--- src/rtl/dual_issue_queue_if.sv ---
// Fetch-side and decode-side signals of the dual-issue instruction queue.
interface dual_issue_queue_if #(
  parameter int DEPTH = 8,
  parameter int XLEN  = 32
);
  logic [63:0]             InstrF;
  logic [1:0]              ValidF;
  logic [XLEN-1:0]         PCF;
  logic                    ReadyF;
  logic                    StallD;
  logic                    FlushD;
  logic [31:0]             InstrD1;
  logic [31:0]             InstrD2;
  logic [XLEN-1:0]         PCD1;
  logic [XLEN-1:0]         PCD2;
  logic                    ValidD1;
  logic                    ValidD2;
  logic [$clog2(DEPTH):0]  Count;

  modport master (
    output InstrF, ValidF, PCF, StallD, FlushD,
    input  ReadyF, InstrD1, InstrD2, PCD1, PCD2, ValidD1, ValidD2, Count
  );

  modport slave (
    input  InstrF, ValidF, PCF, StallD, FlushD,
    output ReadyF, InstrD1, InstrD2, PCD1, PCD2, ValidD1, ValidD2, Count
  );
endinterface

--- src/rtl/dual_issue_queue.sv ---
// Fetch-to-decode instruction queue that pairs head/head+1 into two registered decode lanes.
// One edge of latency from enqueue to decode; ReadyF drops when fewer than two entries are free.
module dual_issue_queue #(
  parameter int          DEPTH = 8,
  parameter int          XLEN  = 32,
  parameter logic [31:0] NOP   = 32'h00000013
) (
  input logic               clk,
  input logic               rst_n,
  dual_issue_queue_if.slave q
);
  localparam int AW = $clog2(DEPTH);
  localparam int PW = AW + 1;

  logic [31:0]     instr_mem_q [DEPTH];
  logic [31:0]     instr_mem_d [DEPTH];
  logic [XLEN-1:0] pc_mem_q    [DEPTH];
  logic [XLEN-1:0] pc_mem_d    [DEPTH];

  logic [PW-1:0]   head_q, head_d, tail_q, tail_d, count;
  logic [31:0]     instr_d1_q, instr_d1_d, instr_d2_q, instr_d2_d;
  logic [XLEN-1:0] pc_d1_q, pc_d1_d, pc_d2_q, pc_d2_d;
  logic            valid_d1_q, valid_d1_d, valid_d2_q, valid_d2_d;

  logic            ready, enq_en, pair_ok;
  logic [1:0]      enq_n, deq;
  logic [AW-1:0]   h_idx, s_idx, w0_idx, w1_idx;
  logic [31:0]     h_ins, s_ins;
  logic            h_wr, s_wr;

  function automatic logic is_load(input logic [31:0] i);
    return i[6:0] == 7'b0000011;
  endfunction

  function automatic logic is_store(input logic [31:0] i);
    return i[6:0] == 7'b0100011;
  endfunction

  function automatic logic is_ctrl(input logic [31:0] i);
    return (i[6:0] == 7'b1100011) || (i[6:0] == 7'b1101111) || (i[6:0] == 7'b1100111);
  endfunction

  function automatic logic writes_rd(input logic [31:0] i);
    return !is_store(i) && (i[6:0] != 7'b1100011) && (i[11:7] != 5'd0);
  endfunction

  // Pointers carry a wrap bit, so the plain difference is the exact occupancy even when full.
  assign count  = tail_q - head_q;
  assign ready  = count <= PW'(DEPTH - 2);
  assign enq_en = ready && (|q.ValidF) && !q.FlushD;
  assign enq_n  = {1'b0, q.ValidF[0]} + {1'b0, q.ValidF[1]};

  assign h_idx  = head_q[AW-1:0];
  assign s_idx  = h_idx + AW'(1);
  assign w0_idx = tail_q[AW-1:0];
  assign w1_idx = w0_idx + AW'(1);
  assign h_ins  = instr_mem_q[h_idx];
  assign s_ins  = instr_mem_q[s_idx];
  assign h_wr   = writes_rd(h_ins);
  assign s_wr   = writes_rd(s_ins);

  // RAW compares against rs2 unconditionally; a false split only costs a cycle.
  assign pair_ok = (count >= PW'(2)) && !is_ctrl(h_ins)
                && !is_store(s_ins) && !is_ctrl(s_ins)
                && !(h_wr && ((h_ins[11:7] == s_ins[19:15]) || (h_ins[11:7] == s_ins[24:20])))
                && !(h_wr && s_wr && (h_ins[11:7] == s_ins[11:7]))
                && !(is_store(h_ins) && is_load(s_ins));

  always_comb begin
    instr_mem_d = instr_mem_q;
    pc_mem_d    = pc_mem_q;
    head_d      = head_q;
    tail_d      = tail_q;
    instr_d1_d  = instr_d1_q;
    instr_d2_d  = instr_d2_q;
    pc_d1_d     = pc_d1_q;
    pc_d2_d     = pc_d2_q;
    valid_d1_d  = valid_d1_q;
    valid_d2_d  = valid_d2_q;
    deq         = 2'd0;

    if (q.FlushD) begin
      head_d     = tail_q;
      valid_d1_d = 1'b0;
      valid_d2_d = 1'b0;
      instr_d1_d = NOP;
      instr_d2_d = NOP;
      pc_d1_d    = '0;
      pc_d2_d    = '0;
    end else begin
      if (enq_en) begin
        if (q.ValidF[0]) begin
          instr_mem_d[w0_idx] = q.InstrF[31:0];
          pc_mem_d[w0_idx]    = q.PCF;
        end
        if (q.ValidF[1]) begin
          instr_mem_d[q.ValidF[0] ? w1_idx : w0_idx] = q.InstrF[63:32];
          pc_mem_d[q.ValidF[0] ? w1_idx : w0_idx]    = q.PCF + XLEN'(4);
        end
        tail_d = tail_q + PW'(enq_n);
      end
      if (!q.StallD) begin
        valid_d1_d = 1'b0;
        valid_d2_d = 1'b0;
        instr_d1_d = NOP;
        instr_d2_d = NOP;
        pc_d1_d    = '0;
        pc_d2_d    = '0;
        if (count != '0) begin
          if (is_load(h_ins)) begin
            valid_d2_d = 1'b1;
            instr_d2_d = h_ins;
            pc_d2_d    = pc_mem_q[h_idx];
            deq        = 2'd1;
          end else begin
            valid_d1_d = 1'b1;
            instr_d1_d = h_ins;
            pc_d1_d    = pc_mem_q[h_idx];
            deq        = 2'd1;
            if (pair_ok) begin
              valid_d2_d = 1'b1;
              instr_d2_d = s_ins;
              pc_d2_d    = pc_mem_q[s_idx];
              deq        = 2'd2;
            end
          end
        end
        head_d = head_q + PW'(deq);
      end
    end
  end

  always_ff @(posedge clk) begin
    instr_mem_q <= instr_mem_d;
    pc_mem_q    <= pc_mem_d;
  end

  always_ff @(posedge clk) begin
    if (!rst_n) begin
      head_q     <= '0;
      tail_q     <= '0;
      instr_d1_q <= NOP;
      instr_d2_q <= NOP;
      pc_d1_q    <= '0;
      pc_d2_q    <= '0;
      valid_d1_q <= 1'b0;
      valid_d2_q <= 1'b0;
    end else begin
      head_q     <= head_d;
      tail_q     <= tail_d;
      instr_d1_q <= instr_d1_d;
      instr_d2_q <= instr_d2_d;
      pc_d1_q    <= pc_d1_d;
      pc_d2_q    <= pc_d2_d;
      valid_d1_q <= valid_d1_d;
      valid_d2_q <= valid_d2_d;
    end
  end

  assign q.ReadyF  = ready;
  assign q.Count   = count;
  assign q.InstrD1 = instr_d1_q;
  assign q.InstrD2 = instr_d2_q;
  assign q.PCD1    = pc_d1_q;
  assign q.PCD2    = pc_d2_q;
  assign q.ValidD1 = valid_d1_q;
  assign q.ValidD2 = valid_d2_q;
endmodule

--- src/flat_wrapper.sv ---
// flat-port wrapper written by rule: the top's interface ports become plain ports
module dual_issue_queue_flat 
#(
  parameter int          DEPTH = 8,
  parameter int          XLEN  = 32,
  parameter logic [31:0] NOP   = 32'h00000013
)
  (clk, rst_n, q_InstrF, q_ValidF, q_PCF, q_StallD, q_FlushD, q_ReadyF, q_InstrD1, q_InstrD2, q_PCD1, q_PCD2, q_ValidD1, q_ValidD2, q_Count);
  dual_issue_queue_if #(.DEPTH(DEPTH), .XLEN(XLEN)) q_i ();
  input logic clk;
  input logic rst_n;
  input wire logic [$bits(q_i.InstrF)-1:0] q_InstrF;
  input wire logic [$bits(q_i.ValidF)-1:0] q_ValidF;
  input wire logic [$bits(q_i.PCF)-1:0] q_PCF;
  input wire logic [$bits(q_i.StallD)-1:0] q_StallD;
  input wire logic [$bits(q_i.FlushD)-1:0] q_FlushD;
  output wire logic [$bits(q_i.ReadyF)-1:0] q_ReadyF;
  output wire logic [$bits(q_i.InstrD1)-1:0] q_InstrD1;
  output wire logic [$bits(q_i.InstrD2)-1:0] q_InstrD2;
  output wire logic [$bits(q_i.PCD1)-1:0] q_PCD1;
  output wire logic [$bits(q_i.PCD2)-1:0] q_PCD2;
  output wire logic [$bits(q_i.ValidD1)-1:0] q_ValidD1;
  output wire logic [$bits(q_i.ValidD2)-1:0] q_ValidD2;
  output wire logic [$bits(q_i.Count)-1:0] q_Count;
  assign q_i.InstrF = q_InstrF;
  assign q_i.ValidF = q_ValidF;
  assign q_i.PCF = q_PCF;
  assign q_i.StallD = q_StallD;
  assign q_i.FlushD = q_FlushD;
  assign q_ReadyF = q_i.ReadyF;
  assign q_InstrD1 = q_i.InstrD1;
  assign q_InstrD2 = q_i.InstrD2;
  assign q_PCD1 = q_i.PCD1;
  assign q_PCD2 = q_i.PCD2;
  assign q_ValidD1 = q_i.ValidD1;
  assign q_ValidD2 = q_i.ValidD2;
  assign q_Count = q_i.Count;
  dual_issue_queue #(.DEPTH(DEPTH), .XLEN(XLEN), .NOP(NOP)) u_core (.clk(clk), .rst_n(rst_n), .q(q_i));
endmodule
--- config.mk ---
export PLATFORM = sky130hd
export DESIGN_NAME = dual_issue_queue_flat
export DESIGN_NICKNAME = d
export VERILOG_FILES = /design/src/rtl/dual_issue_queue_if.sv /design/src/rtl/dual_issue_queue.sv /design/src/flat_wrapper.sv
export SDC_FILE = /design/constraint.sdc
export NUM_CORES = 2
export LEC_CHECK = 0
export CAP_MARGIN = 40
export CELL_PAD_IN_SITES_DETAIL_PLACEMENT = 1
export CELL_PAD_IN_SITES_GLOBAL_PLACEMENT = 1
export CORE_MARGIN = 2
export CORE_UTILIZATION = 29
export CTS_BUF_LIST = sky130_fd_sc_hd__clkbuf_2
export CTS_CLUSTER_DIAMETER = 150
export DETAILED_ROUTE_END_ITERATION = 12
export PLACE_DENSITY = 0.63
export RECOVER_POWER = 25
export SETUP_SLACK_MARGIN = 0.4
export SYNTH_ARGS = -nofsm -noshare
export SYNTH_HDL_FRONTEND = slang
export SYNTH_SLANG_ARGS = --single-unit
--- constraint.sdc ---
create_clock -name clk -period 47 [get_ports clk]
set_input_delay 7.05 -clock clk [delete_from_list [all_inputs] [get_ports clk]]
set_output_delay 7.05 -clock clk [all_outputs]
set_load 0.05 [all_outputs]
# --- Word-level counts from Yosys, hierarchy flattened ---
# Index checks and enable logic that the tools add are counted.
word_totals:
  regBits: 650
  in_bits: 102
  out_inout_bits: 135
  word_cells: 149
classes:
  add_sub_neg: 7
  order_cmp: 8
  n_eq_ne: 16
  mux: 51
  bitwise: 6
  reduce_logical: 37
ops:
  columns: ["operator", "count"]
  rows:
  - ["$mux W256", 8]
  - ["$bwmux W256", 4]
  - ["$mux W32", 20]
  - ["$bmux W32 S3", 4]
  - ["$demux W32 S3", 2]
  - ["$eq A7 B7 Y1 const B", 6]
  - ["$add A32 B3 Y32 const B", 1]
  - ["$logic_and A1 B1 Y1", 18]
  - ["$ge A4 B4 Y1 const B", 4]
  - ["$not A3 Y4", 4]
  - ["$eq A5 B5 Y1", 3]
  - ["$eq A7 B2 Y1 const B", 2]
  - ["$eq A7 B6 Y1 const B", 2]
  - ["$ne A7 B7 Y1 const B", 2]
  - ["$mux W2", 5]
  - ["$reduce_bool A5 Y1", 2]
  - ["$add A4 B2 Y4", 2]
  - ["$logic_not A1 Y1", 8]
  - ["$lt A4 B1 Y1 const B", 2]
  - ["$mux W4", 2]
  - ["$add A3 B1 Y3 const B", 2]
  - ["$logic_or A1 B1 Y1", 5]
  - ["$mux W1", 5]
  - ["$ge A4 B2 Y1 const B", 1]
  - ["other kinds (9)", 11]

# --- Longest topological paths before layout ---
logic_depth:
  depth_word: 22
  ltp_mapped: 21
  ltp_nobuf: 17

# --- Least setup slack after synthesis ---
# OpenSTA, ideal clock, no wires.
synth_path:
  path_kind: "input -> register"
  from: "in q_FlushD"
  to: "reg u_core.tail_q[3]"
  setup_ps: 61
  arrival_ps: 47979
  t_required_ps: 46939
  slack_ps: -1040
  cell_stages: 5
  n_path_buf: 1
  cell_sequence: "clkbuf_1 > nor3b_1 > nand4_1 > xnor2_1 > and2_1"
synth_between:
  elab_chain_len: 3
  elab_cells_between_ends: 4
  classes_between: "1 x bitwise; 3 x reduce/logical"
synth_rtl:
  columns: ["element", "line_no", "text"]
  rows:
  - ["from (decl)", "flat_wrapper.sv:16", "input wire logic [$bits(q_i.FlushD)-1:0] q_FlushD;"]
  - ["$logic_not A1 Y1", "dual_issue_queue.sv:50", "assign enq_en = ready && (|q.ValidF) && !q.FlushD;"]
  - ["$logic_and A1 B1 Y1", "dual_issue_queue.sv:50", null]
  - ["$reduce_and A2 Y1 (no line) (*)", null, null]
  - ["to (signal assigned)", "dual_issue_queue.sv:150", "tail_q <= tail_d;"]
  - ["to (decl)", "dual_issue_queue.sv:20", "logic [PW-1:0] head_q, head_d, tail_q, tail_d, count;"]
# Every way passes the cells marked *; elsewhere a longest branch is shown, timed or not.
# A chain may end at the register's enable or synchronous reset.

# --- Final worst setup path ---
layout_path:
  from: "in q_ValidF[0]"
  to: "reg u_core.instr_mem_q[105] (netlist bit), enable pin"
layout_between:
  elab_chain_len: 4
layout_rtl:
  columns: ["element", "line_no", "text"]
  rows:
  - ["from (decl)", "flat_wrapper.sv:13", "input wire logic [$bits(q_i.ValidF)-1:0] q_ValidF;"]
  - ["$reduce_or A2 Y1", "dual_issue_queue.sv:50", null]
  - ["$logic_and A1 B1 Y1 (2 in series)", "dual_issue_queue.sv:50", null]
  - ["$reduce_and A2 Y1 (no line)", null, null]
  - ["to (signal assigned)", "dual_issue_queue.sv:134", "instr_mem_q <= instr_mem_d;"]
  - ["to (decl)", "dual_issue_queue.sv:15", "logic [31:0] instr_mem_q [DEPTH];"]
# Every way passes these cells.

==> flow_metrics.py <==
metrics = {
    "final_layout": {
        "n_fill_cell": 15900,
        "final_util": 0.334,
        "final_cells": 6188,
        "areaGrowthSynthToFinish_pct": 14.0,
        "drive_above_1_share": 0.169,
        "stdcell_area_um2": 46700,
        "fin_nets": 4251,
    },
    "critical_path": {
        "critPathLaunchType": "input port",
        "ff2ff_path_depth": 12,
        "rrSetupSlack_ns": 31.08,
        "cp.required_ns": 48.22,
        "crit_start": "q_ValidF[0]",
        "arrival_ns": 20.72,
        "crit_path_end": "u_core.instr_mem_q[105]$_DFFE_PP_",
        "critPathKind": "in2reg",
        "r2r_start": "u_core.head_q[1]$_SDFFE_PN0P_",
        "rr_endpoint": "u_core.instr_mem_q[105]$_DFFE_PP_",
        "endpoint_kind": "flip-flop",
        "critPathMaxFanout": 191,
    },
    "power_and_ir_drop": {
        "p_clk_frac": 0.144,
        "p_sw_frac": 0.436,
        "p_per_area_nw_per_um2": 66.9,
        "combPwrFrac": 0.507,
        "internal_power_mw": 1.76,
        "power.switching_mw": 1.36,
        "p_leak_nw": 15.9,
        "power.total_mw": 3.12,
        "p_seq_frac": 0.349,
        "peakVddDrop_v": 0.0000588,
    },
    "route": {
        "wl_per_cell_um": 26.9,
        "vias_per_cell": 5.70,
        "routed_wl_mm": 167,
        "vias": 35200,
        "dr.pass1.iters": 7,
        "initialDrtViolationCount": 3414,
        "drcViolationCount": 0,
        "final_antenna_net_count": 0,
    },
    "timing": {
        "max_freq_mhz": 51.3,
        "fin_ws_ns": 27.50,
        "hold_ws_ns": 0.455,
        "worst_pin_slew_ns": 11.25,
        "slew-limit-headroom": -6.50,
        "tns_ns": 0,
        "rsz0062_at_grt": "false",
        "setup_violations": 0,
        "hold_violations": 0,
        "finalClockSkew_ns": 0.151,
        "final.min_clock_period_ns": 19.50,
        "drv_slew": 636,
        "finalCritPeriodShare": 0.415,
    },
    "synthesis": {
        "yosysTopAreaCellShare": 0.375,
        "synth-async-reset-ratio": 0,
        "synth.top_cells.by_count": "788 x nand2_1, 547 x nor2_1, 512 x edfxtp_1",
        "syn-cell-area_um2": 41000,
        "synth_ff_type": "edfxtp_1",
        "syn_area_per_cell_um2": 10.1,
        "yosysMostFrequentCell": "nand2_1",
        "synthDistinctLibCells": 62,
        "synth.area.top_cells": "edfxtp_1 38%, mux4_2 15%, mux2i_1 7.4%",
        "synth-seq-area-share": 0.443,
        "synth_nets": 4155,
        "netlist_instances": 4040,
        "ys_seq_elements": 650,
        "synth-edff-count": 512,
        "yosysWarnings": 0,
        "netlist.top_cell.by_area": "edfxtp_1",
    },
    "job": {
        "drv_cap": 11,
    },
    "clock_tree": {
        "cts_resized": 0,
        "cts_tree": "done",
        "clk_pin_slew_worst_paths_ns": 0.10,
        "clock_sinks": 650,
        "cts_buffers": 185,
        "ctsRootBufferMaster": "clkbuf_2",
        "clk_latency_ns": 1.65,
        "cts_buffer_depth": 3,
        "post_cts_buffers": 0,
        "htreeDepth": 4,
        "postCtsHoldBufs": 0,
    },
    "placement": {
        "place_inst": 5825,
        "place_area_um2": 45100,
        "post-place-ws_ns": 35.64,
        "io_buffers": 236,
        "hpwl_mm": 104,
        "gp_congestion": 0.803,
    },
    "hold_path": {
        "min-delay-path-class": "reg2reg",
    },
    "grt": {
        "grtUsageTotal": 0.225,
        "antenna_found_initial": 26,
        "grt_overflow_total": 0,
        "grt_pass1_vias": 35700,
        "grt_max_degree": 192,
        "grt_pass1_wl_mm": 245,
    },
    "status": {
        "violations": "max-capacitance violations, max-slew violations",
        "status": "finished with violations",
    },
    "die": {
        "die_w_um": 380,
        "coreArea_um2": 140000,
        "initial_core_util": 0.293,
        "die_y_um": 380,
        "dieArea_um2": 144000,
        "ioPinCount": 237,
        "rows": 137,
    },
}
-- state kept, by name, indices dropped and copies added (netlist names), 4 cells and up --
signal,count
u_core.head_q,4
u_core.instr_mem_q,256
u_core.pc_mem_q,256
u_core.q.InstrD1,32
u_core.q.InstrD2,32
u_core.q.PCD1,32
u_core.q.PCD2,32
u_core.tail_q,4
-- final cells by class --
cell class	count	area, um2	share of cell area
multi-input combinational	2951	21100	0.452
sequential	650	18100	0.389
timing repair buffer	329	3250	0.0696
tap	1876	2350	0.0503
clock buffer	285	1430	0.0305
clock inverter	63	295	0.00632
inverter	19	72.6	0.00155
antenna	15	37.5	0.000804
-- metal layers --
layer,global-route usage,share of wire,vias to the layer above
met5,0,0.00062,-
met1,0.301,0.42,18100
met3,0.0458,0.082,315
li1,-,-,15300
met2,0.363,0.47,1570
met4,0.0771,0.027,16
-- worst max-delay path, stage by stage --
cell and delay [ns]:
dlygate4sd3_1 0.77, nor2_1 0.17, nor3b_4 0.18, clkbuf_1 0.22, clkbuf_1 2.48, clkbuf_1 8.03, buf_4 1.33, buf_12 0.31
-- worst min path at each step --
stage / cells after the start / to / start
after floorplan: 1 / u_core.pc_mem_q[160]$_DFFE_PP_ / u_core.pc_mem_q[160]$_DFFE_PP_
after global placement: 2 / u_core.q.InstrD2[6]$_SDFFE_PP0N_ / u_core.q.InstrD2[6]$_SDFFE_PP0N_
after detailed placement: 2 / u_core.q.InstrD2[3]$_SDFFE_PP0N_ / u_core.q.InstrD2[3]$_SDFFE_PP0N_
after CTS: 2 / u_core.q.InstrD2[3]$_SDFFE_PP0N_ / u_core.q.InstrD2[3]$_SDFFE_PP0N_
after global routing: 2 / u_core.q.InstrD2[6]$_SDFFE_PP0N_ / u_core.q.InstrD2[6]$_SDFFE_PP0N_
final: 2 / u_core.q.InstrD2[6]$_SDFFE_PP0N_ / u_core.q.InstrD2[6]$_SDFFE_PP0N_
-- cells in the final DEF (no fill, tap or decap), types with 9 or more instances in the layout --
cell,Yosys,routed
a22oi_1,118,118
edfxtp_1,512,512
mux4_2,274,274
xor2_1,33,32
a211oi_1,12,12
clkdlybuf4s50_1,0,233
dfxtp_1,138,135
inv_1,16,15
a21oi_1,166,165
nand2b_1,10,9
clkinv_2,0,9
and3_1,10,10
nor2_1,547,540
mux2_2,22,22
buf_4,10,65
o21ai_1,10,9
xnor2_1,21,21
a31oi_1,198,198
nand3_1,35,33
nor2b_1,10,10
o22ai_1,98,98
ha_1,10,9
nor3_1,25,19
clkinv_1,3,44
clkbuf_1,284,13
nand4_1,17,18
diode_2,0,15
mux2i_1,304,304
nand2_1,788,787
clkbuf_2,33,285
o21ai_0,184,184
-- cell families (layout without fill, tap and decap cells) --
kind of cell             after synthesis  after routing  synth area share
AND/OR/NAND/NOR                     1467           1467             0.142
AO/OA/AOI/OAI                        810            810             0.118
flip-flops                           650            650             0.443
multiplexers                         607            607             0.236
buffers and inverters                439            696            0.0455
XOR/XNOR                              54             54            0.0115
adder cells (fa/ha/maj)               13             13           0.00452
other                                  0             15                 0
-- power groups by stage --
stage          clock network [mW]  logic, mW  registers [mW]
4_1_cts                     0.466       1.60            1.06
3_3_place_gp                    0       1.54            1.06
3_5_place_dp                    0       1.60            1.07
5_1_grt                     0.493       1.70            1.11
6_report                    0.451       1.58            1.09
2_1_floorplan                   0       1.08            1.18
No activity file was read; power rests on OpenSTA's default activity.
